--- src/rtl/fetch_pkg.sv ---
// fetch_pkg: state encoding and latency constants shared by the word fetch controller
package fetch_pkg;
    typedef enum logic [2:0] {
        IDLE    = 3'd0,
        RD_LO   = 3'd1,
        WAIT_LO = 3'd2,
        RD_HI   = 3'd3,
        WAIT_HI = 3'd4,
        DONE    = 3'd5
    } state_t;
    localparam int MEM_LAT_DEF = 1;
    localparam int WAIT_W_DEF = $clog2(MEM_LAT_DEF + 1);
    function automatic int wait_w(input int lat);
        return $clog2(lat + 1);
    endfunction
endpackage

--- src/rtl/word_fetch_ctrl_joiner.sv ---
// joiner: merges a low and a high byte into one little-endian 16-bit word
module joiner (
    input  logic [7:0]  low,
    input  logic [7:0]  high,
    output logic [15:0] o
);
    assign o = {high, low};
endmodule

--- src/rtl/word_fetch_ctrl.sv ---
// word_fetch_ctrl: builds a 16-bit word from two byte reads at A and A+1 with valid/ack hand-off
module word_fetch_ctrl
    import fetch_pkg::*;
#(
    parameter int ADDR_W  = 8,
    parameter int MEM_LAT = MEM_LAT_DEF,
    parameter int CNT_W   = 16
) (
    input  logic              clk,
    input  logic              rst,
    input  logic              req,
    input  logic [ADDR_W-1:0] req_addr,
    output logic              ready,
    input  logic              flush,
    output logic              mem_rd_en,
    output logic [ADDR_W-1:0] mem_addr,
    input  logic [7:0]        mem_rdata,
    output logic [15:0]       word,
    output logic              word_valid,
    input  logic              word_ack,
    output logic              busy,
    output logic [CNT_W-1:0]  fetch_cnt
);
    localparam int WW = wait_w(MEM_LAT);
    state_t            r_state, w_next;
    logic [ADDR_W-1:0] r_addr, r_mem_addr, w_addr_hi;
    logic [7:0]        r_lo, r_hi;
    logic [WW-1:0]     r_wcnt;
    logic [CNT_W-1:0]  r_cnt;
    logic [15:0]       w_join;
    logic              w_last;

    joiner u_joiner (.low(r_lo), .high(r_hi), .o(w_join));

    assign w_addr_hi  = r_addr + ADDR_W'(1);
    assign w_last     = r_wcnt == WW'(1);
    assign ready      = r_state == IDLE && !flush;
    assign busy       = r_state != IDLE;
    assign mem_rd_en  = r_state == RD_LO || r_state == RD_HI;
    assign mem_addr   = r_state == RD_LO ? r_addr : r_state == RD_HI ? w_addr_hi : r_mem_addr;
    assign word_valid = r_state == DONE;
    assign word       = word_valid ? w_join : 16'h0;
    assign fetch_cnt  = r_cnt;

    always_comb begin
        w_next = r_state;
        case (r_state)
            IDLE:    w_next = req && ready ? RD_LO : IDLE;
            RD_LO:   w_next = WAIT_LO;
            WAIT_LO: w_next = w_last ? RD_HI : WAIT_LO;
            RD_HI:   w_next = WAIT_HI;
            WAIT_HI: w_next = w_last ? DONE : WAIT_HI;
            DONE:    w_next = word_ack ? IDLE : DONE;
            default: w_next = IDLE;
        endcase
        if (flush) w_next = IDLE;
    end

    // the wait counter reloads on every read strobe and the byte is taken only on its final count
    always_ff @(posedge clk) begin
        if (rst) begin
            r_state    <= IDLE;
            r_addr     <= '0;
            r_mem_addr <= '0;
            r_lo       <= '0;
            r_hi       <= '0;
            r_wcnt     <= '0;
            r_cnt      <= '0;
        end else begin
            r_state <= w_next;
            if (r_state == IDLE && req && ready) r_addr <= req_addr;
            if (mem_rd_en) r_mem_addr <= mem_addr;
            r_wcnt <= mem_rd_en ? WW'(MEM_LAT) : r_wcnt - WW'(r_wcnt != '0);
            if (!flush && r_state == WAIT_LO && w_last) r_lo <= mem_rdata;
            if (!flush && r_state == WAIT_HI && w_last) r_hi <= mem_rdata;
            if (!flush && r_state == DONE && word_ack) r_cnt <= r_cnt + CNT_W'(1);
        end
    end
endmodule

--- config.mk ---
export PLATFORM = sky130hd
export DESIGN_NAME = word_fetch_ctrl
export DESIGN_NICKNAME = d
export VERILOG_FILES = /design/src/rtl/fetch_pkg.sv /design/src/rtl/word_fetch_ctrl_joiner.sv /design/src/rtl/word_fetch_ctrl.sv
export SDC_FILE = /design/constraint.sdc
export NUM_CORES = 1
export LEC_CHECK = 0
export ABC_AREA = 1
export CAP_MARGIN = 20
export CORE_UTILIZATION = 44
export CTS_CLUSTER_SIZE = 12
export DETAILED_ROUTE_END_ITERATION = 10
export PLACE_DENSITY = 0.75
export SLEW_MARGIN = 5
export SYNTH_ARGS = -nofsm -noshare
export SYNTH_HDL_FRONTEND = slang
export SYNTH_SLANG_ARGS = --single-unit
--- constraint.sdc ---
create_clock -name clk -period 1.28 [get_ports clk]
set_input_delay 0.256 -clock clk [delete_from_list [all_inputs] [get_ports clk]]
set_output_delay 0.256 -clock clk [all_outputs]
set_load 0.02 [all_outputs]
==> results of run 1 <==
[cells in the mapped netlist, drive strengths merged]
cell / number
ha: 2
a31oi: 2
o21a: 2
inv: 72
xnor2: 1
o22ai: 1
dfxtp: 52
nand3: 17
o21ai: 36
xor2: 1
nor3: 6
nor2: 60
nand4: 8
buf: 4
o21bai: 1
nand2: 61
a21oi: 40
clkbuf: 5
[path summary, 6_finish.rpt]
kind,start,end,slack [ps],cells after the start
min,word_ack,r_state[0],490,4
max reg2reg,r_state[2],fetch_cnt[8],-400,9
min reg2reg,r_lo[5],r_lo[5],510,2
max,r_addr[1],mem_addr[2],-530,7
[registers in the layout, indices dropped and copies added, names as in the netlist]
name,count
r_state,3
r_mem_addr,8
r_addr,8
r_hi,8
r_wcnt,1
r_lo,8
fetch_cnt,16
[final cells by class]
type	count	area, sq um
antenna	1	2.50
timing repair buffer	154	1470
sequential	52	1070
tap	70	87.6
inverter	72	290
clock inverter	1	30.0
multi-input combinational	239	1670
fill	205	553
clock buffer	7	96.3
[stage by stage]
step / utilization / area, sq um / hold WS [ps]
after floorplan: - / 2580 / 325
after global placement: 0.705 / 3720 / 438
after detailed placement: 0.705 / 3720 / 447
after CTS: 0.793 / 4180 / 460
after global routing: 0.895 / 4720 / 497
final: 0.895 / 4720 / 487
[critical path: cells and delay by family, from the launching register on]
family | cells | cell delay, ps
DFF | 1 | 410
and+or+nand+nor | 3 | 350
buffers and inverters | 3 | 330
adders and majority gates | 1 | 170
[per-layer routing]
metal / global-route usage / share of wire / vias up
met5: 0 / 0 / -
met4: 0.113 / 0.037 / 0
met3: 0.0476 / 0.061 / 43
met2: 0.506 / 0.52 / 189
met1: 0.318 / 0.38 / 1523
li1: - / - / 1488
[cell usage in the layout, fill, tap and decap left out, types with 4 or more instances in the layout]
| cell | count |
|---|---|
| buf_4 | 73 |
| clkdlybuf4s50_1 | 18 |
| nor2_1 | 31 |
| dfxtp_2 | 6 |
| nand4_1 | 8 |
| nand2_4 | 4 |
| nand2_2 | 7 |
| nor2_4 | 21 |
| nor2_2 | 8 |
| nand3_1 | 8 |
| inv_2 | 6 |
| clkbuf_8 | 7 |
| nand2_1 | 48 |
| a21oi_2 | 10 |
| dfxtp_4 | 7 |
| a21oi_1 | 29 |
| clkdlybuf4s15_1 | 10 |
| dfxtp_1 | 39 |
| nand3_4 | 8 |
| o21ai_1 | 10 |
| inv_1 | 60 |
| buf_6 | 37 |
| o21ai_2 | 21 |
| inv_4 | 5 |
[power groups by stage]
stage | sequential (mW) | combinational, mW | clock (mW)
finish | 1.66 | 0.463 | 1.26
global route | 1.66 | 0.487 | 1.33
CTS | 1.66 | 0.357 | 1.25
detailed placement | 1.69 | 0.285 | 0
global placement | 1.69 | 0.282 | 0
floorplan | 1.69 | 0.120 | 0
[cell families (layout without fill, tap and decap cells)]
family,Yosys count,in the layout,synth area share
buf+inv,81,234,0.126
flops,52,52,0.422
simple gates,152,153,0.264
other cells,0,1,0
xor+xnor,2,2,0.00710
fa+ha+maj,2,2,0.0101
compound gates,82,82,0.171
[repair_timing]
action,4_1_cts,5_1_grt
endpoints found under the setup margin,88,89
pin swaps,12,21
hold buffers,0,0
gates resized for setup,267,107
buffers inserted,20,9
gates cloned,1,6
==> results.yml, run 1 <==
critical_path:
  endpoint_kind: "output pin"
  path_max_fanout: 3
  crit_required_ps: 1020
  path_class: "reg -> out"
  start_kind: "flip-flop"
  path_cells: "ha_4, nand2_1, inv_2, nor3_4, nor3_2, inv_1, buf_6"
  worstPathArrival_ps: 1560
  cpPeakStageDelay_ps: 410
  cpMaxStageDelayCell: "dfxtp_4"
finish:
  synthToLayoutAreaGrowth_pct: 91.1
  final_cells: 596
  drive_gt1_frac: 0.469
  nets: 547
placed_design:
  hpwlAfterDp_microns: 4740
  place_inst: 554
  place_ws_ps: -647
  io_buffers: 64
  globalplace.congestion: 0.846
global_routing:
  grt.total_usage: 0.278
  antenna_found_initial: 1
  globalRouteOverflowTotal: 0
  grt_pass1_wl_microns: 13100
  grt_max_degree: 19
  first_global_vias: 2853
run_status:
  violations: "setup timing"
  status: "finished with violations"
worst_hold_path:
  hold_class: "in -> reg"
pwr:
  clkPwrFrac: 0.373
  pwr-share-seq: 0.491
  p_leak_nw: 1.95
  internal_power_mw: 2.54
  p_comb_frac: 0.137
  power_mw: 3.39
  p_per_area_nw_per_um2: 718
  peakVddDrop_uv: 609
  switchingPower_mw: 0.849
  p_sw_frac: 0.251
synthesis:
  synth.distinct_cells: 25
  ys_seq_area_frac: 0.422
  synth_top_area_frac: 0.422
  synth_warnings: 0
  synth_area_leaders: "dfxtp_1 42%, inv_1 11%, nand2_1 9.1%"
  avgSynthCellArea_sq_um: 6.65
  syn-num-nets: 394
  netlist_instances: 371
  synthesis.area_sq_um: 2470
  yosysTopAreaCell: "dfxtp_1"
  ys_seq_elements: 52
floorplanning:
  start_util: 0.468
  die_y_microns: 76.9
  die_w_microns: 76.9
  coreArea_sq_um: 5270
  die-area_sq_um: 5910
  rows: 26
  io_pins: 65
routing:
  wl_per_cell_microns: 17.6
  drt_iter0_markers: 170
  drc_errors: 0
  routed-via-count: 3243
  drtAntennaViolNets: 0
  dr.pass1.iters: 4
  wl_microns: 10500
  via_per_inst: 5.44
sta:
  hold_viol: 0
  fin_ws_ps: -531
  setup_tns_ps: -21960
  finClkSkew_ps: 8.87
  worst_pin_slew_ps: 396
  slew_headroom: 0.735
  rsz0062_at_grt: "yes"
  final-setup-viol-count: 75
  fmax_mhz: 552
  period_minus_slack_ps: 1810
  fin_crit_sh: 1.41
  drv_slew: 0
clocking:
  cts_buffers: 5
  clock_latency_ps: 310
  htree_levels: 2
  cts.sinks: 52
  root_buffer: "clkbuf_8"
  cts_max_path_buffers: 2
  clkTransAtPathRegs_ps: 100
  cts_tree: "built"
job:
  cap_violations: 0
No activity file was read; power rests on OpenSTA's default activity.
==> inputs of run 2 (changes only) <==
--- a/config.mk
+++ b/config.mk
@@ -7,6 +7,7 @@
 export LEC_CHECK = 0
 export ABC_AREA = 1
 export CAP_MARGIN = 20
+export CORE_ASPECT_RATIO = 0.7
 export CORE_UTILIZATION = 44
 export CTS_CLUSTER_SIZE = 12
 export DETAILED_ROUTE_END_ITERATION = 10
==> results.yml, run 2 (synthesis results as in run 1) <==
run_status:
  status: "finished with violations"
  violations: "setup timing"
sta:
  rsz0062_at_grt: "yes"
  period_minus_slack_ps: 1890
  fin_crit_sh: 1.47
  worst_pin_slew_ps: 371
  fin_ws_ps: -606
  setup_tns_ps: -23890
  drv_slew: 0
  hold_viol: 0
  final-setup-viol-count: 77
  fmax_mhz: 530
  finClkSkew_ps: 17.1
  slew_headroom: 0.752
clocking:
  htree_levels: 2
  cts.sinks: 52
  cts_tree: "built"
  root_buffer: "clkbuf_8"
  clkTransAtPathRegs_ps: 110
  cts.hold.buffers_added: 0
  clock_latency_ps: 320
  cts_max_path_buffers: 2
  cts_buffers: 5
floorplanning:
  die-area_sq_um: 5920
  io_pins: 65
  die_w_microns: 91.5
  start_util: 0.465
  coreArea_sq_um: 5310
  die_y_microns: 64.7
  rows: 22
critical_path:
  endpoint_kind: "output pin"
  start_kind: "flip-flop"
  path_max_fanout: 5
  path_cells: "inv_4, nand3_4, buf_4, nor2_1, nor3_2, inv_1, buf_6"
  crit_required_ps: 1020
  path_class: "reg -> out"
  worstPathArrival_ps: 1630
  cpPeakStageDelay_ps: 420
  cpMaxStageDelayCell: "dfxtp_4"
finish:
  final_cell_area_sq_um: 4740
  regArea_sq_um: 1070
  mostFrequentLayoutCell: "buf_4"
  final_cell_mix: "66 x buf_4, 64 x inv_1, 46 x nand2_1"
  largest_reg_flops: 16
  nFillCells: 217
  antenna_cells: 0
  drive_gt1_frac: 0.481
  final_core_util: 0.893
  synthToLayoutAreaGrowth_pct: 92.2
  multiInputGateArea_sq_um: 1670
  nets: 550
placed_design:
  placed_area_sq_um: 3760
  hpwlAfterDp_microns: 4950
  globalplace.congestion: 0.852
  io_buffers: 64
  place_ws_ps: -654
routing:
  via_per_inst: 5.53
  drc_errors: 0
  dr_wl_met2_microns: 5340
  routed-via-count: 3318
  wl_per_cell_microns: 18.4
  dr_wl_met3_microns: 876
  dr.pass1.iters: 5
  routed.top_layer: "met4"
  wl_microns: 11000
  drt_iter0_markers: 378
  drtAntennaViolNets: 0
  met1_length_microns: 4410
pwr:
  p_leak_nw: 1.97
  p_per_area_nw_per_um2: 679
  power_mw: 3.22
  peakVddDrop_uv: 633
global_routing:
  grt.total_usage: 0.286
  grt_max_degree: 28
  first_global_vias: 2887
  globalRouteOverflowTotal: 0
  antenna_found_initial: 0
  grt_pass1_wl_microns: 13200
worst_hold_path:
  hold_class: "reg -> reg"
job:
  cap_violations: 0
## run 2: worst paths after layout
path | slack [ps] | cells after the start | to | from
max | -610 | 7 | mem_addr[2] | r_state[1]
min | 530 | 2 | r_hi[7] | r_hi[7]
max reg2reg | -460 | 11 | r_mem_addr[3] | r_state[1]
min reg2reg | 530 | 2 | r_hi[7] | r_hi[7]
## run 2: what timing repair did
| item | 4_1_cts | 5_1_grt |
|---|---|---|
| cloned | 1 | 3 |
| setup endpoints to repair | 81 | 86 |
| gates resized for setup | 250 | 127 |
| buffers inserted | 25 | 9 |
| pin swaps | 10 | 19 |
## run 2: layout make-up
cell class,instances,share of cell area
multi-input combinational,238,0.353
timing repair buffer,158,0.319
sequential,52,0.225
inverter,72,0.0617
clock buffer,6,0.0198
tap,72,0.0190
clock inverter,2,0.00264
## run 2: critical path: cells and delay by family, from the launching register on
kind	cells	cell delay (ps)
DFF	1	420
and+or+nand+nor	3	430
buffers and inverters	4	460
## run 2: metal layers
layer | global-route usage | vias to the layer above
met5 | 0 | -
met4 | 0.0952 | 0
met2 | 0.479 | 216
met1 | 0.373 | 1573
met3 | 0.0552 | 42
li1 | - | 1487
## run 2: per-stage QoR
| step | std cells | hold slack, ps |
|---|---|---|
| after floorplan | 371 | 325 |
| after global placement | 558 | 441 |
| after detailed placement | 558 | 447 |
| after CTS | 592 | 458 |
| after global routing | 600 | 543 |
| final | 600 | 533 |
## run 2: report_power, final
group	internal [mW]	switching (mW)
Combinational	0.198	0.230
Clock	0.502	0.627
Sequential	1.63	0.0293
Total	2.33	0.886
==> inputs of run 3 (changes only) <==
--- a/config.mk
+++ b/config.mk
@@ -16,3 +16,4 @@
 export SYNTH_ARGS = -nofsm -noshare
 export SYNTH_HDL_FRONTEND = slang
 export SYNTH_SLANG_ARGS = --single-unit
+export TNS_END_PERCENT = 50
==> results.yml, run 3 (synthesis results as in run 1) <==
run_status:
  status: "finished with violations"
  violations: "setup timing"
critical_path:
  start_kind: "flip-flop"
  rr_worst_depth: 11
  path_max_fanout: 6
  path_class: "reg -> out"
  crit_required_ps: 1020
  endpoint_kind: "output pin"
  worstPathArrival_ps: 1660
placed_design:
  io_buffers: 64
  place_inst: 563
  hpwlAfterDp_microns: 4950
  globalplace.congestion: 0.846
floorplanning:
  io_pins: 65
  die-area_sq_um: 5920
  die_w_microns: 91.5
  coreArea_sq_um: 5310
  die_y_microns: 64.7
  rows: 22
  start_util: 0.465
routing:
  met1_length_microns: 4040
  dr_wl_met3_microns: 956
  routed.top_layer: "met4"
  wl_per_cell_microns: 17.5
  dr.pass1.iters: 7
  drtAntennaViolNets: 0
  drt_iter0_markers: 288
  dr_wl_met2_microns: 5190
  drc_errors: 0
  routed-via-count: 3362
  via_per_inst: 5.52
  wl_microns: 10700
finish:
  mostFrequentLayoutCell: "buf_4"
  antenna_cells: 0
  final_cells: 609
  synthToLayoutAreaGrowth_pct: 90.3
  nets: 559
  final_cell_mix: "77 x buf_4, 60 x inv_1, 50 x nand2_1"
  largest_reg_flops: 16
  drive_gt1_frac: 0.454
  nFillCells: 238
global_routing:
  grt_max_degree: 24
  grt.total_usage: 0.271
  antenna_found_initial: 0
  grt_pass1_wl_microns: 12900
  globalRouteOverflowTotal: 0
  first_global_vias: 2860
pwr:
  peakVddDrop_uv: 556
  power_mw: 3.07
  p_leak_nw: 1.98
  p_per_area_nw_per_um2: 653
sta:
  fin_crit_sh: 1.49
  finClkSkew_ps: 12.4
  setup_tns_ps: -24610
  fin_ws_ps: -632
  drv_slew: 0
  worst_pin_slew_ps: 338
  rsz0062_at_grt: "yes"
  hold_ws_ps: 518
  period_minus_slack_ps: 1910
  hold_viol: 0
  final-setup-viol-count: 80
  slew_headroom: 0.774
  fmax_mhz: 523
worst_hold_path:
  hold_class: "reg -> reg"
  whs_path_depth: 2
clocking:
  cts_buffers: 5
  clock_latency_ps: 310
  cts_max_path_buffers: 2
  htree_levels: 2
  cts_tree: "built"
  root_buffer: "clkbuf_8"
  clkTransAtPathRegs_ps: 100
  cts.sinks: 52
job:
  cap_violations: 0
[run 3: final timing paths]
path | startpoint | end | slack [ps]
min reg2reg | r_lo[2] | r_lo[2] | 520
max reg2reg | r_state[2] | r_mem_addr[3] | -430
min | r_lo[2] | r_lo[2] | 520
max | r_state[2] | mem_addr[1] | -630
[run 3: layout make-up]
type	instances	area, sq um	share of cell area
clock buffer	7	86.3	0.0184
clock inverter	1	7.51	0.00160
inverter	72	285	0.0607
multi-input combinational	238	1550	0.330
sequential	52	1070	0.228
tap	72	90.1	0.0192
timing repair buffer	167	1600	0.341
[run 3: metal layers]
| layer | track usage | vias to the layer above |
|---|---|---|
| li1 | - | 1509 |
| met1 | 0.347 | 1556 |
| met2 | 0.479 | 245 |
| met3 | 0.0458 | 52 |
| met4 | 0.0655 | 0 |
| met5 | 0 | - |
[run 3: metrics by stage]
step	setup WS [ps]	utilization	cell area, sq um
2_1_floorplan	-50.8	-	2560
3_3_place_gp	-602	0.710	3770
3_5_place_dp	-631	0.710	3770
4_1_cts	-494	0.796	4230
5_1_grt	-663	0.884	4700
6_report	-632	0.884	4700
[run 3: power by group]
group	switching, mW	internal (mW)
Clock	0.562	0.441
Sequential	0.0298	1.63
Combinational	0.208	0.192
Total	0.800	2.27
[run 3: what timing repair did]
item                                    4_1_cts  5_1_grt
gates cloned                                  1        0
hold buffers                                  0        0
hold endpoints to repair                      0        0
endpoints found under the setup margin       89       87
pin swaps                                    12       28
buffers inserted                             26       23
gates resized for setup                     249      114
[run 3: critical path, cell delays in order, from the launching register on]
cell and delay (ps):
dfxtp_4 370, inv_6 80, nand3_4 120, nand2_4 160, nor2_1 60, nor3_2 260, inv_1 130, buf_6 150
==> edit: new RTL, settings of run 3 <==
The parameter `CNT_W` goes from 16 to 20.
--- a/src/rtl/word_fetch_ctrl.sv
+++ b/src/rtl/word_fetch_ctrl.sv
@@ -5,5 +5,5 @@
     parameter int ADDR_W  = 8,
     parameter int MEM_LAT = MEM_LAT_DEF,
-    parameter int CNT_W   = 16
+    parameter int CNT_W   = 20
 ) (
     input  logic              clk,
Interface: changed (resized fetch_cnt); port bits go from 65 to 69. No check against the original RTL was run, so the function may have changed too.
==> edit against run 3 <==
The run still ends with setup timing left. Sequential cell count increased by 4. Area after synthesis increased by 5.1%. Final cell count increased by 1.8%. Routed wire length increased by 6.7%. Count of clock-buffer cells in the layout decreased by 2. Power increased by 6.2%. Critical path depth decreased by 1. Via count increased by 3.6%. Cell area increased by 3.8%. Worst setup slack improved by 36 ps. Critical endpoint is now mem_addr[6].
==> edit: results (changes against run 3) <==
Clock Tree Buf Depth: 2 (unchanged)
number of DRC markers in iteration 0: 372 (+29%)
Slew Limit Headroom: 67.7% (-9.7 points)
top post-synthesis cells by area: dfxtp_1 43%, nor2_1 9.7%, inv_1 9.1%
placed cell areas: 4100 sq um (+8.6%)
Lkg Pwr: 1.97 nW (-0.36%)
clock-pin slew on the worst setup and hold paths: 110 ps
Compound-Gate Fraction of Synth Area: 15.3% (-1.8 points)
top_reg_cell synth: dfxtp_1
syn_area_per_cell: 6.83 sq um (+2.6%)
n_diodes: 0 (unchanged)
dpl cells: 590 (+4.8%)
clk root buf: clkbuf_8
R2R setup slack: -570 ps (-140 ps)
Cell Int Power: 2.35 mW (+3.8%)
first-pass GRT wire length: 13700 um (+6.3%)
status: complete, but fails checks
fin nets: 570 (+2.0%)
Largest register FFs: 20 (+4)
per-cell routed wire length: 18.4 um (+4.8%)
clock skew: 11.9 ps (-0.533 ps)
family with the most delay on the worst path: simple AND/OR/NAND/NOR gates
final setup fails: 72 (-10%)
largest net degree at the start of global routing: 31 (+29%)
IO Port Bufs: 68 (+6.3%)
Synth Area in XOR/XNOR: 1.35% (+0.64 points)
Warnings, synthesis: 0 (unchanged)
fraction of layout cells with a size suffix above 1: 50.4% (+4.9 points)
violated checks: setup timing
CP peak stage delay: 390 ps (+20 ps)
Vias: 3484 (+3.6%)
top cells by count, synth: 67 x nor2_1, 63 x inv_1, 56 x dfxtp_1, 52 x nand2_1, 42 x a21oi_1
worst-skew pair later-pin latency: 340 ps (+30 ps)
CP max stage cell: dfxtp_4
Post-Syn Nets: 403 (+2.3%)
sequential fraction of the synthesis area: 43.2% (+1.0 points)
post-synthesis adder-cell area fraction: 0.964% (-0.049 points)
DP Wirelength: 5540 um (+12%)
final setup margin: -596 ps (+36.0 ps)
Synth async-reset ratio: 0% (unchanged)
Routed Wire Length: 11400 um (+6.7%)
gr usage total: 28.5% (+1.4 points)
post-synthesis mux area share: 0% (unchanged)
crit-path max FO: 4 (-2)
DR pass1 iterations: 5 (-2)
worst vdd ir: 0.743 mV (+34%)
vias in the first global route: 2908 (+1.7%)
Final GP Congestion: 0.868 (+2.6%)
==> edit: changes by cell type after synthesis, sizes merged, moves of 3 or more <==
cell   change
o21ai      -3
nand3      +5
dfxtp      +4
nand2      -7
inv        -8
nor2      +10
==> edit: area by class of cell <==
cell class	count	area, sq um
clock inverter	3	23.8
multi-input combinational	250	1680
fill	231	572
inverter	64	258
clock buffer	5	68.8
tap	72	90.1
sequential	56	1160
timing repair buffer	170	1600
==> edit: worst paths after layout <==
path                 from            end  cells after the start
max             r_addr[1]    mem_addr[6]                      6
min          fetch_cnt[7]   fetch_cnt[7]                      2
max reg2reg    r_state[2]  fetch_cnt[16]                     11
min reg2reg  fetch_cnt[7]   fetch_cnt[7]                      2
==> edit: worst reg2reg max path, cell delays in order, from the launching register on <==
cell     delay, ps
dfxtp_2        380
buf_6          120
nand3_4        100
buf_12         160
buf_6          110
nor2_4         220
buf_6          150
nand3_4        110
nor2_4         150
nand3_1        110
nand2_1        110
nor2_1          40
==> edit: logic make-up after synthesis <==
family,after synthesis
buffers and inverters,75
AND/OR/NAND/NOR,165
flip-flops,56
AO/OA/AOI/OAI,78
adder cells (fa/ha/maj),2
XOR/XNOR,4
==> edit: power by group through the flow <==
stage	registers, mW	clock network (mW)	logic [mW]
after floorplan	1.82	0	0.122
after global placement	1.82	0	0.300
after detailed placement	1.82	0	0.303
after CTS	1.78	1.06	0.334
after global routing	1.78	1.14	0.423
final	1.78	1.07	0.403
==> edit: timing repair <==
item | 4_1_cts | 5_1_grt
setup endpoints to repair | 85 | 91
hold endpoints to repair | 0 | 0
gates cloned | 1 | 0
gates resized for setup | 267 | 115
buffers inserted | 10 | 13
pin swaps | 12 | 27
==> edit: stage by stage <==
stage	setup TNS, ps	total power, mW	hold slack, ps
finish	-23120	3.26	512
global route	-26980	3.34	522
CTS	-18050	3.17	497
detailed placement	-25410	2.12	471
global placement	-24120	2.12	454
floorplan	-138	1.94	430
==> edit: metal layers <==
layer	GRT usage [%]	vias to the layer above	part of all wire, %
met3	6.32	53	7.3
met2	47.2	229	48
met1	36.7	1644	40
li1	-	1558	-
met4	10.2	0	4.4
met5	0	-	0
